**src/rtl/serial_word_loader.sv**
```systemverilog
// -----------------------------------------------------------------------------
// serial_word_loader
//
// Purpose:
//   Receives a framed serial word MSB-first, checks a trailing even-parity bit
//   and, when the parity matches, presents the word on a registered output
//   together with a one-cycle load strobe for a downstream latch.
//
//   Frame on the wire:
//     frame_start strobe (no payload) -> WIDTH payload bits -> 1 parity bit
//   Only cycles with sdata_valid=1 carry bits; gaps of any length are allowed.
//   The parity bit must equal the XOR of the WIDTH payload bits.
//
// Ports:
//   clk          in   single clock, all state updates on its rising edge
//   rst_n        in   asynchronous active-low reset
//   frame_start  in   one-cycle strobe opening (or restarting) a frame
//   sdata        in   serial bit, sampled only when sdata_valid=1
//   sdata_valid  in   qualifier for sdata
//   abort        in   synchronous cancel; highest priority of all inputs
//   data         out  last successfully received word (registered)
//   load         out  one-cycle strobe: data is new and valid
//   busy         out  high whenever the FSM is not IDLE
//   err          out  one-cycle strobe: parity mismatch or frame restart
//   dbg_state    out  current FSM state, for observation only
//
// Handshake:
//   There is no back-pressure. A bit is consumed on every rising edge where
//   sdata_valid=1 and the FSM is collecting payload or parity. load is high
//   for exactly the one cycle after the parity-bit sample edge, and data
//   already holds the new word in that cycle. load and err are mutually
//   exclusive.
// -----------------------------------------------------------------------------
module serial_word_loader #(
    parameter int WIDTH = 8
) (
    input  logic             clk,
    input  logic             rst_n,
    input  logic             frame_start,
    input  logic             sdata,
    input  logic             sdata_valid,
    input  logic             abort,
    output logic [WIDTH-1:0] data,
    output logic             load,
    output logic             busy,
    output logic             err,
    output logic [1:0]       dbg_state
);

    // Counter only needs to reach WIDTH-1: the bit received while it holds
    // WIDTH-1 is the last payload bit.
    localparam int CNT_W = (WIDTH > 2) ? $clog2(WIDTH) : 1;
    localparam logic [CNT_W-1:0] LAST_BIT = CNT_W'(WIDTH - 1);

    typedef enum logic [1:0] {
        S_IDLE   = 2'd0,
        S_SHIFT  = 2'd1,
        S_PARITY = 2'd2,
        S_LOAD   = 2'd3
    } state_e;

    state_e             state_q, state_d;
    logic [CNT_W-1:0]   cnt_q,   cnt_d;
    logic [WIDTH-1:0]   sh_q,    sh_d;
    logic [WIDTH-1:0]   data_q,  data_d;
    logic               err_q,   err_d;

    logic               parity_exp;

    // Even parity over the complete payload; sh_q is full while in PARITY.
    assign parity_exp = ^sh_q;

    // -------------------------------------------------------------------------
    // State registers
    // -------------------------------------------------------------------------
    always_ff @(posedge clk or negedge rst_n) begin
        if (!rst_n) begin
            state_q <= S_IDLE;
            cnt_q   <= '0;
            sh_q    <= '0;
            data_q  <= '0;
            err_q   <= 1'b0;
        end else begin
            state_q <= state_d;
            cnt_q   <= cnt_d;
            sh_q    <= sh_d;
            data_q  <= data_d;
            err_q   <= err_d;
        end
    end

    // -------------------------------------------------------------------------
    // Next-state logic
    // -------------------------------------------------------------------------
    always_comb begin
        state_d = state_q;
        cnt_d   = cnt_q;
        sh_d    = sh_q;
        data_d  = data_q;
        err_d   = 1'b0;

        if (abort) begin
            // Abort outranks frame_start and sdata_valid. From LOAD this is
            // the normal exit anyway, so the load pulse already showing is
            // unaffected. Counter and shift register are left as they are:
            // they are cleared by the next frame_start before being used.
            state_d = S_IDLE;
        end else begin
            case (state_q)
                S_IDLE: begin
                    // sdata_valid in the opening cycle carries no payload.
                    if (frame_start) begin
                        state_d = S_SHIFT;
                        cnt_d   = '0;
                        sh_d    = '0;
                    end
                end

                S_SHIFT: begin
                    if (frame_start) begin
                        // Restart: drop the partial word and flag it.
                        state_d = S_SHIFT;
                        cnt_d   = '0;
                        sh_d    = '0;
                        err_d   = 1'b1;
                    end else if (sdata_valid) begin
                        sh_d  = {sh_q[WIDTH-2:0], sdata};
                        cnt_d = cnt_q + CNT_W'(1);
                        if (cnt_q == LAST_BIT) begin
                            state_d = S_PARITY;
                        end
                    end
                end

                S_PARITY: begin
                    if (frame_start) begin
                        state_d = S_SHIFT;
                        cnt_d   = '0;
                        sh_d    = '0;
                        err_d   = 1'b1;
                    end else if (sdata_valid) begin
                        if (sdata == parity_exp) begin
                            // Capture on the sample edge so data is already
                            // valid in the cycle load is high.
                            state_d = S_LOAD;
                            data_d  = sh_q;
                        end else begin
                            state_d = S_IDLE;
                            err_d   = 1'b1;
                        end
                    end
                end

                S_LOAD: begin
                    // One cycle only; a frame_start seen here is dropped.
                    state_d = S_IDLE;
                end

                default: begin
                    state_d = S_IDLE;
                end
            endcase
        end
    end

    // -------------------------------------------------------------------------
    // Outputs
    // -------------------------------------------------------------------------
    // load and busy decode the state register directly, so both clear
    // asynchronously with rst_n alongside the registered err and data.
    assign data      = data_q;
    assign load      = (state_q == S_LOAD);
    assign busy      = (state_q != S_IDLE);
    assign err       = err_q;
    assign dbg_state = state_q;

    // -------------------------------------------------------------------------
    // Embedded properties
    // -------------------------------------------------------------------------
    a_load_err_excl: assert property (@(posedge clk) disable iff (!rst_n)
        !(load && err));

    a_load_one_cycle: assert property (@(posedge clk) disable iff (!rst_n)
        load |=> !load);

    a_err_one_cycle_idle: assert property (@(posedge clk) disable iff (!rst_n)
        (err && !busy) |=> !err);

endmodule

```
**config.mk**
```make
export PLATFORM = sky130hd
export DESIGN_NAME = serial_word_loader
export DESIGN_NICKNAME = d
export VERILOG_FILES = /design/src/rtl/serial_word_loader.sv
export SDC_FILE = /design/constraint.sdc
export NUM_CORES = 1
export LEC_CHECK = 0
export CAP_MARGIN = 20
export CORE_MARGIN = 2
export CORE_UTILIZATION = 45
export DETAILED_ROUTE_END_ITERATION = 10
export PLACE_DENSITY = 0.72
export SYNTH_ARGS = -nofsm -noshare
export SYNTH_HDL_FRONTEND = slang
export SYNTH_SLANG_ARGS = --single-unit
```
**constraint.sdc**
```tcl
create_clock -name clk -period 1.89 [get_ports clk]
set_input_delay 0.2835 -clock clk [delete_from_list [all_inputs] [get_ports clk]]
set_output_delay 0.2835 -clock clk [all_outputs]
set_load 0.005 [all_outputs]
```
==> results.yml, run 1 <==
outcome:
  status: "complete, no violations"
setup_path:
  end_kind: "register"
  startpoint: "dbg_state[0]$_DFFE_PN0P_"
  r2r_start: "dbg_state[0]$_DFFE_PN0P_"
  slowest_delay_ns: 0.43
  cp-endpoint: "sh_q[0]$_DFFE_PN0P_"
  worstRegToRegCells: 6
  worstPathArrival_ns: 2.12
  rrSetupSlack_ns: 0.02
  critPathMaxFanout: 6
  crit_required_ns: 2.14
  crit_type: "reg -> reg"
  cp_slowest_cell: "dfrtp_2"
  critPathLaunchType: "register"
  crit_chain: "inv_4 > ha_4 > or3_4 > a2111oi_4 > buf_4 > a22o_1"
  r2r-end: "sh_q[0]$_DFFE_PN0P_"
synthesis:
  ys_types: 31
  synth_area_leader_cell: "dfrtp_1"
  synth_top_area_frac: 0.489
  ys_warn_count: 0
  ys_ff_latch: 22
  avgSynthCellArea_sq_um: 12.8
  async_flop_share: 1.00
  ys_top_cells_by_area: "dfrtp_1, mux2_2, a22o_1"
  ys_seq_area_frac: 0.489
  postSynthCellCount: 88
  yosysMostFrequentCell: "dfrtp_1"
  synth_top_flop_cell: "dfrtp_1"
  synthesis.area_sq_um: 1120
  synth_edf_count: 0
  synthTopCellsByCount: "dfrtp_1, a22o_1, mux2_2"
  syn_nets: 100
detailed_routing:
  dr.pass1.iters: 4
  drt_iter0_markers: 31
  viasPerCell: 5.62
  wirelength_mm: 2.60
  post_drt_wl_per_cell_um: 16.4
  ant_nets: 0
  via_count: 888
  drc: 0
worst_hold_path:
  hold_path_class: "in -> async"
run:
  max_cap_violations: 0
cells_and_area:
  syn_to_final_growth_pct: 41.6
  final_area_sq_um: 1590
  antenna_cells: 0
  drive_above_1_share: 0.383
  nNetsFinal: 141
place:
  hpwl_mm: 1.65
  gp_congestion: 0.852
  portBuffers: 18
  place_ws_ns: -0.321
  placed_area_sq_um: 1450
timing:
  fin_ws_ns: 0.0218
  slew_violations: 0
  rsz0062_at_grt: "true"
  setup_viol: 0
  period_minus_slack_ns: 1.87
  fin_tns_setup_ns: 0
  worst_slew_pin_slew_ns: 0.357
  min_period_over_period: 0.988
  finClkSkew_ns: 0.0134
  holdWs_ns: 0.278
  finalHoldViolCount: 0
  max_freq_mhz: 535
  max_slew_margin: 0.760
die:
  die_height_um: 54.0
  initial_core_util: 0.462
  die_w_um: 54.0
  dieArea_sq_um: 2920
  io_pins: 19
  num_rows: 18
  core_area_sq_um: 2430
power:
  peakVddDrop_v: 0.000723
  p_total_mw: 1.04
  p_leak_nw: 0.752
  power_density_nw_per_um2: 654
clocking:
  holdBufCountCts: 0
  htree_levels: 1
  cts_tree: "done"
  clk_latency_ns: 0.32
  clock-root-buffer: "clkbuf_4"
  cts.sinks: 22
  cts_buffers: 3
  clock_path_buffers: 2
  clk_pin_slew_ns: 0.13
global_route:
  grt_usage: 0.185
  grt_pass1_wl_mm: 3.78
  grt_max_degree: 23
  grt_antenna_before_repair: 0
  grt-ovfl-total: 0
  grt_pass1_vias: 820
[kinds of logic after synthesis]
group / after synthesis / share of synthesized area
flops: 22 / 0.489
compound gates: 21 / 0.149
simple gates: 14 / 0.0712
mux: 11 / 0.120
buf+inv: 8 / 0.0311
xor+xnor: 6 / 0.0723
fa+ha+maj: 6 / 0.0667
[layer usage]
metal,vias up,track usage,share of wire
li1,406,-,-
met1,452,0.258,0.45
met2,24,0.287,0.50
met3,6,0.0417,0.031
met4,0,0.0583,0.019
met5,-,0,0
[through the flow]
step / instances / utilization
finish: 158 / 0.655
global route: 158 / 0.655
CTS: 155 / 0.631
detailed placement: 148 / 0.595
global placement: 148 / 0.595
floorplan: 88 / -
[placed cells by master, fill, tap and decap left out, drive strengths merged]
master and count:
a2111oi 1, a22o 10, mux2i 1, xnor2 3
a21oi 2, nand2 2, nor3 1, o2111ai 1
clkbuf 3, dlymetal6s2s 1, clkdlybuf4s50 17, a211oi 2
o211ai 1, dfrtp 22, nand2b 2, or3 1
o21ai 2, a211o 1, nand4 2, nand4b 1
or3b 1, buf 21, xor2 1, nand3 1
inv 5, nor2 2, nor2b 1, mux2 10
ha 6, a2111o 1, xnor3 2, bufinv 1
[worst min-delay path by stage]
stage	depth (start not counted)	startpoint	slack (ns)	endpoint
2_1_floorplan	0	rst_n	-0.01	cnt_q[0]$_DFFE_PN0P_
3_3_place_gp	1	data[5]$_DFFE_PN0P_	0.49	data[5]$_DFFE_PN0P_
3_5_place_dp	1	data[4]$_DFFE_PN0P_	0.50	data[4]$_DFFE_PN0P_
4_1_cts	2	rst_n	0.28	cnt_q[1]$_DFFE_PN0P_
5_1_grt	2	rst_n	0.31	cnt_q[0]$_DFFE_PN0P_
6_report	2	rst_n	0.28	cnt_q[1]$_DFFE_PN0P_
[power breakdown]
group,total [mW],internal (mW),switching (mW)
sequential,0.492,0.482,0.0103
combinational,0.180,0.0911,0.0893
clock,0.369,0.215,0.154
total,1.04,0.788,0.253
[timing repair]
action	CTS	global route
buffers inserted	2	3
pin swaps	1	5
gates resized for setup	5	10
setup endpoints to repair	10	21
gates cloned	1	0
hold endpoints to repair	0	0
[final cells by class]
cell class	count	area [sq um]
repair buffers	39	338
multi-input cells	58	591
clock inverters	1	30.0
clock buffers	3	22.5
well taps	30	37.5
fillers	199	840
inverters	5	21.3
flip-flops and latches	22	553
[critical path, delay by kind of cell, from the launching register on]
| kind | cells | cell delay, ns |
|---|---|---|
| adders and majority gates | 1 | 0.17 |
| buffers and inverters | 2 | 0.29 |
| and+or+nand+nor | 1 | 0.38 |
| AOI/OAI and AO/OA | 2 | 0.52 |
| DFF | 1 | 0.43 |
[flip-flops by register name, indices dropped and copies added (netlist names)]
register	cells
cnt_q	3
dbg_state	2
data	8
err	1
sh_q	8
(Power assumes the default switching activity.)
==> run 2, diff against run 1 <==
--- a/config.mk
+++ b/config.mk
@@ -9,7 +9,8 @@
 export CORE_MARGIN = 2
 export CORE_UTILIZATION = 45
 export DETAILED_ROUTE_END_ITERATION = 10
-export PLACE_DENSITY = 0.72
+export GPL_TIMING_DRIVEN = 0
+export PLACE_DENSITY = 0.69
 export SYNTH_ARGS = -nofsm -noshare
 export SYNTH_HDL_FRONTEND = slang
 export SYNTH_SLANG_ARGS = --single-unit
==> constraint.sdc (replaced) <==
create_clock -name clk -period 2.05 [get_ports clk]
set_input_delay 0.3075 -clock clk [delete_from_list [all_inputs] [get_ports clk]]
set_output_delay 0.3075 -clock clk [all_outputs]
set_load 0.005 [all_outputs]
==> results.yml, run 2 (same netlist as run 1, synthesis figures left out) <==
place:
  portBuffers: 18
  hpwl_mm: 1.49
  placed_area_sq_um: 1340
  gp_congestion: 0.785
die:
  num_rows: 18
  io_pins: 19
  dieArea_sq_um: 2920
  core_area_sq_um: 2430
  die_w_um: 54.0
  die_height_um: 54.0
  initial_core_util: 0.462
timing:
  setup_viol: 0
  period_minus_slack_ns: 1.95
  min_period_over_period: 0.952
  finClkSkew_ns: 0.00865
  rsz0062_at_grt: "false"
  max_slew_margin: 0.748
  max_freq_mhz: 512
  worst_slew_pin_slew_ns: 0.377
  finalHoldViolCount: 0
  slew_violations: 0
power:
  pwr-share-seq: 0.550
  power_density_nw_per_um2: 565
  p_sw_frac: 0.246
  peakVddDrop_v: 0.000337
  pwr-share-comb: 0.170
  power_frac_clock: 0.280
  p_int_mw: 0.620
  switchingPower_mw: 0.202
  p_total_mw: 0.822
  p_leak_nw: 0.663
clocking:
  clk_pin_slew_ns: 0.11
  cts_tree: "done"
  cts.sinks: 22
  clk_latency_ns: 0.30
  clock_path_buffers: 2
  clock-root-buffer: "clkbuf_4"
  htree_levels: 1
  cts_buffers: 3
cells_and_area:
  nNetsFinal: 128
  drive_above_1_share: 0.252
  layout_commonest_cell: "dfrtp_1"
  layout_common_cells: "dfrtp_1, clkdlybuf4s50_1, a22o_1, mux2_2, ha_1"
  final_area_sq_um: 1460
  syn_to_final_growth_pct: 29.4
  antenna_cells: 0
setup_path:
  crit_required_ns: 1.74
  crit_chain: "inv_1 > ha_1 > inv_2 > clkdlybuf4s50_1"
  crit_type: "reg -> out"
  cp_slowest_cell: "clkdlybuf4s50_1"
  end_kind: "primary output"
  worstRegToRegCells: 5
  critPathMaxFanout: 7
  worstPathArrival_ns: 1.64
  slowest_delay_ns: 0.50
  critPathLaunchType: "register"
global_route:
  grt_pass1_wl_mm: 3.47
  grt_antenna_before_repair: 0
  grt-ovfl-total: 0
  grt_max_degree: 23
  grt_usage: 0.165
  grt_pass1_vias: 764
detailed_routing:
  drt_iter0_markers: 8
  drc: 0
  dr.pass1.iters: 3
  post_drt_wl_per_cell_um: 14.7
  via_count: 794
  ant_nets: 0
  wirelength_mm: 2.14
  viasPerCell: 5.48
outcome:
  status: "complete, no violations"
run:
  max_cap_violations: 0
worst_hold_path:
  hold_path_class: "in -> async"
-- run 2: cell types whose count changed in the layout (fill, tap and decap cells not counted), moves of 2 or more --
| cell | previous run | this run |
|---|---|---|
| ha_4 | 2 | 0 |
| inv_1 | 2 | 4 |
| buf_4 | 20 | 4 |
| ha_1 | 4 | 6 |
-- run 2: critical path, delay by kind of cell (launching register included) --
family | cells | cell delay [ns]
adders and majority gates | 1 | 0.23
DFF | 1 | 0.45
buffers and inverters | 3 | 0.67
-- run 2: area by class of cell --
cell class                 count  area (sq um)
buffer                         3          20.0
clock buffer                   4          36.3
fill                         204           977
inverter                       5          18.8
multi-input combinational     58           558
sequential                    22           553
tap                           30          37.5
timing repair buffer          23           231
-- run 2: path summary, 6_finish.rpt --
| kind | slack, ns | startpoint | to |
|---|---|---|---|
| max reg2reg | 0.11 | sh_q[3]$_DFFE_PN0P_ | data[5]$_DFFE_PN0P_ |
| min reg2reg | 0.52 | data[7]$_DFFE_PN0P_ | data[7]$_DFFE_PN0P_ |
| min | 0.29 | rst_n | data[7]$_DFFE_PN0P_ |
| min in group clk | 0.52 | data[7]$_DFFE_PN0P_ | data[7]$_DFFE_PN0P_ |
| max in group asynchronous | 1.32 | rst_n | sh_q[6]$_DFFE_PN0P_ |
| max | 0.1 | dbg_state[1]$_DFFE_PN0P_ | busy |
-- run 2: power by group through the flow --
stage / registers [mW] / clock network [mW] / logic (mW)
after floorplan: 0.461 / 0 / 0.0692
after detailed placement: 0.463 / 0 / 0.120
after CTS: 0.453 / 0.241 / 0.133
after global routing: 0.454 / 0.259 / 0.152
final: 0.453 / 0.230 / 0.140
after global placement: 0.463 / 0 / 0.117
-- run 2: layer usage --
| layer | track usage | vias to the layer above | wire (um) |
|---|---|---|---|
| li1 | - | 383 | - |
| met1 | 0.217 | 398 | 1040 |
| met2 | 0.270 | 11 | 1020 |
| met3 | 0.0361 | 2 | 59 |
| met4 | 0.0500 | 0 | 19 |
| met5 | 0 | - | 0 |
-- run 2: through the flow --
| stage | setup TNS [ns] | cells | setup slack (ns) | util | hold WS [ns] |
|---|---|---|---|---|---|
| global placement | -2.97 | 136 | -0.203 | 0.552 | 0.490 |
| global route | 0 | 145 | 0.0174 | 0.598 | 0.284 |
| detailed placement | -3.82 | 136 | -0.271 | 0.552 | 0.495 |
| floorplan | 0 | 88 | 0.0347 | - | 0.0119 |
| CTS | 0 | 142 | 0.0140 | 0.581 | 0.524 |
| finish | 0 | 145 | 0.0980 | 0.598 | 0.286 |
-- run 2: repair_timing --
| item | CTS | global route |
|---|---|---|
| buffers inserted | 1 | 2 |
| pin swaps | 0 | 1 |
| gates resized for setup | 10 | 4 |
| hold buffers | 0 | 0 |
| cloned | 1 | 0 |
| endpoints found under the setup margin | 11 | 19 |
| endpoints found under the hold margin | 0 | 0 |
==> run 3, diff against run 2 <==
--- a/config.mk
+++ b/config.mk
@@ -6,11 +6,13 @@
 export NUM_CORES = 1
 export LEC_CHECK = 0
 export CAP_MARGIN = 20
+export CELL_PAD_IN_SITES_DETAIL_PLACEMENT = 0
+export CELL_PAD_IN_SITES_GLOBAL_PLACEMENT = 2
 export CORE_MARGIN = 2
-export CORE_UTILIZATION = 45
+export CORE_UTILIZATION = 34
 export DETAILED_ROUTE_END_ITERATION = 10
 export GPL_TIMING_DRIVEN = 0
-export PLACE_DENSITY = 0.69
+export PLACE_DENSITY_LB_ADDON = 0.1
 export SYNTH_ARGS = -nofsm -noshare
 export SYNTH_HDL_FRONTEND = slang
 export SYNTH_SLANG_ARGS = --single-unit
==> results.yml, run 3 (same netlist as run 1, synthesis figures left out) <==
outcome:
  status: "complete, no violations"
power:
  pwr-share-seq: 0.488
  p_leak_nw: 0.678
  power_frac_clock: 0.359
  peakVddDrop_v: 0.000380
  switchingPower_mw: 0.213
  pwr-share-comb: 0.153
  p_total_mw: 0.925
  p_sw_frac: 0.230
  p_int_mw: 0.712
  power_density_nw_per_um2: 621
global_route:
  grt_max_degree: 23
  grt_antenna_before_repair: 0
  grt_pass1_wl_mm: 3.64
  grt-ovfl-total: 0
  grt_pass1_vias: 785
  grt_usage: 0.132
place:
  gp_congestion: 0.719
  portBuffers: 18
  place_ws_ns: -0.245
  placed_area_sq_um: 1360
  hpwl_mm: 1.54
die:
  num_rows: 20
  core_area_sq_um: 3100
  dieArea_sq_um: 3780
  die_w_um: 61.5
  die_height_um: 61.5
  io_pins: 19
  initial_core_util: 0.363
cells_and_area:
  layout_common_cells: "dfrtp_1, clkdlybuf4s50_1, a22o_1, mux2_2, buf_4"
  layout_commonest_cell: "dfrtp_1"
  antenna_cells: 0
  final_area_sq_um: 1490
  nNetsFinal: 129
  drive_above_1_share: 0.241
  syn_to_final_growth_pct: 32.4
  fill_cells: 300
setup_path:
  crit_chain: "inv_1 > ha_1 > inv_1 > clkdlybuf4s50_1"
  critPathMaxFanout: 5
  worstPathArrival_ns: 1.67
  slowest_delay_ns: 0.51
  cp_slowest_cell: "clkdlybuf4s50_1"
  worstRegToRegCells: 6
  crit_top_cell: "inv_1"
  crit_type: "reg -> out"
  end_kind: "primary output"
  crit_required_ns: 1.74
  critPathLaunchType: "register"
detailed_routing:
  dr.pass1.iters: 4
  viasPerCell: 4.97
  ant_nets: 0
  wirelength_mm: 2.27
  drc: 0
  via_count: 795
  drt_iter0_markers: 24
  post_drt_wl_per_cell_um: 14.2
clocking:
  htree_levels: 1
  clock-root-buffer: "clkbuf_4"
  holdBufCountCts: 0
  clk_pin_slew_ns: 0.12
  cts_buffers: 3
  clk_latency_ns: 0.31
  cts.sinks: 22
  clock_path_buffers: 2
  cts_tree: "done"
timing:
  max_slew_margin: 0.696
  setup_viol: 0
  worst_slew_pin_slew_ns: 0.456
  finalHoldViolCount: 0
  period_minus_slack_ns: 1.98
  fin_ws_ns: 0.0699
  rsz0062_at_grt: "true"
  max_freq_mhz: 505
  finClkSkew_ns: 0.00263
  min_period_over_period: 0.966
  slew_violations: 0
  fin_tns_setup_ns: 0
worst_hold_path:
  hold_path_class: "in -> async"
run:
  max_cap_violations: 0
## run 3: cell types whose count changed in the layout (fill, tap and decap cells not counted), sizes merged
cell and delta:
bufinv +1, buf +1, clkbuf -1
## run 3: final timing paths
| path | start | slack, ns | end |
|---|---|---|---|
| setup reg to reg | dbg_state[1]$_DFFE_PN0P_ | 0.09 | sh_q[3]$_DFFE_PN0P_ |
| setup / recovery | dbg_state[1]$_DFFE_PN0P_ | 0.07 | busy |
| min in group clk | data[0]$_DFFE_PN0P_ | 0.52 | data[0]$_DFFE_PN0P_ |
| hold / removal | rst_n | 0.23 | dbg_state[0]$_DFFE_PN0P_ |
| hold reg to reg | data[0]$_DFFE_PN0P_ | 0.52 | data[0]$_DFFE_PN0P_ |
| max in group asynchronous | rst_n | 1.42 | dbg_state[1]$_DFFE_PN0P_ |
## run 3: critical path: cells and delay by family (launching register included)
family	cells	cell delay [ns]
flops	1	0.43
fa+ha+maj	1	0.23
buf+inv	3	0.71
## run 3: layout make-up
cell class	count	area, sq um	share of cell area
buffer	3	18.8	0.0126
timing repair buffer	24	245	0.165
tap	44	55.1	0.0370
clock inverter	1	30.0	0.0202
multi-input combinational	58	546	0.366
sequential	22	553	0.371
clock buffer	3	22.5	0.0151
inverter	5	18.8	0.0126
## run 3: timing repair
| item | in CTS | in global routing |
|---|---|---|
| endpoints found under the setup margin | 12 | 19 |
| gates resized for setup | 5 | 0 |
| setup buffers | 1 | 4 |
## run 3: power groups by stage
stage / registers [mW] / logic (mW) / clock network, mW
6_report: 0.451 / 0.141 / 0.332
5_1_grt: 0.453 / 0.156 / 0.361
4_1_cts: 0.452 / 0.131 / 0.347
3_5_place_dp: 0.463 / 0.122 / 0
3_3_place_gp: 0.463 / 0.121 / 0
2_1_floorplan: 0.461 / 0.0692 / 0
## run 3: stage by stage
stage,instances,utilization,hold WS [ns]
after floorplan,88,-,0.0119
after global placement,150,0.438,0.489
after detailed placement,150,0.438,0.497
after CTS,155,0.461,0.527
after global routing,160,0.480,0.199
final,160,0.480,0.229
## run 3: layer usage
| metal | vias up | global-route usage | part of all wire |
|---|---|---|---|
| li1 | 380 | - | - |
| met1 | 398 | 0.173 | 0.47 |
| met2 | 15 | 0.217 | 0.48 |
| met3 | 2 | 0.0378 | 0.038 |
| met4 | 0 | 0.0274 | 0.0057 |
| met5 | - | 0 | 0 |
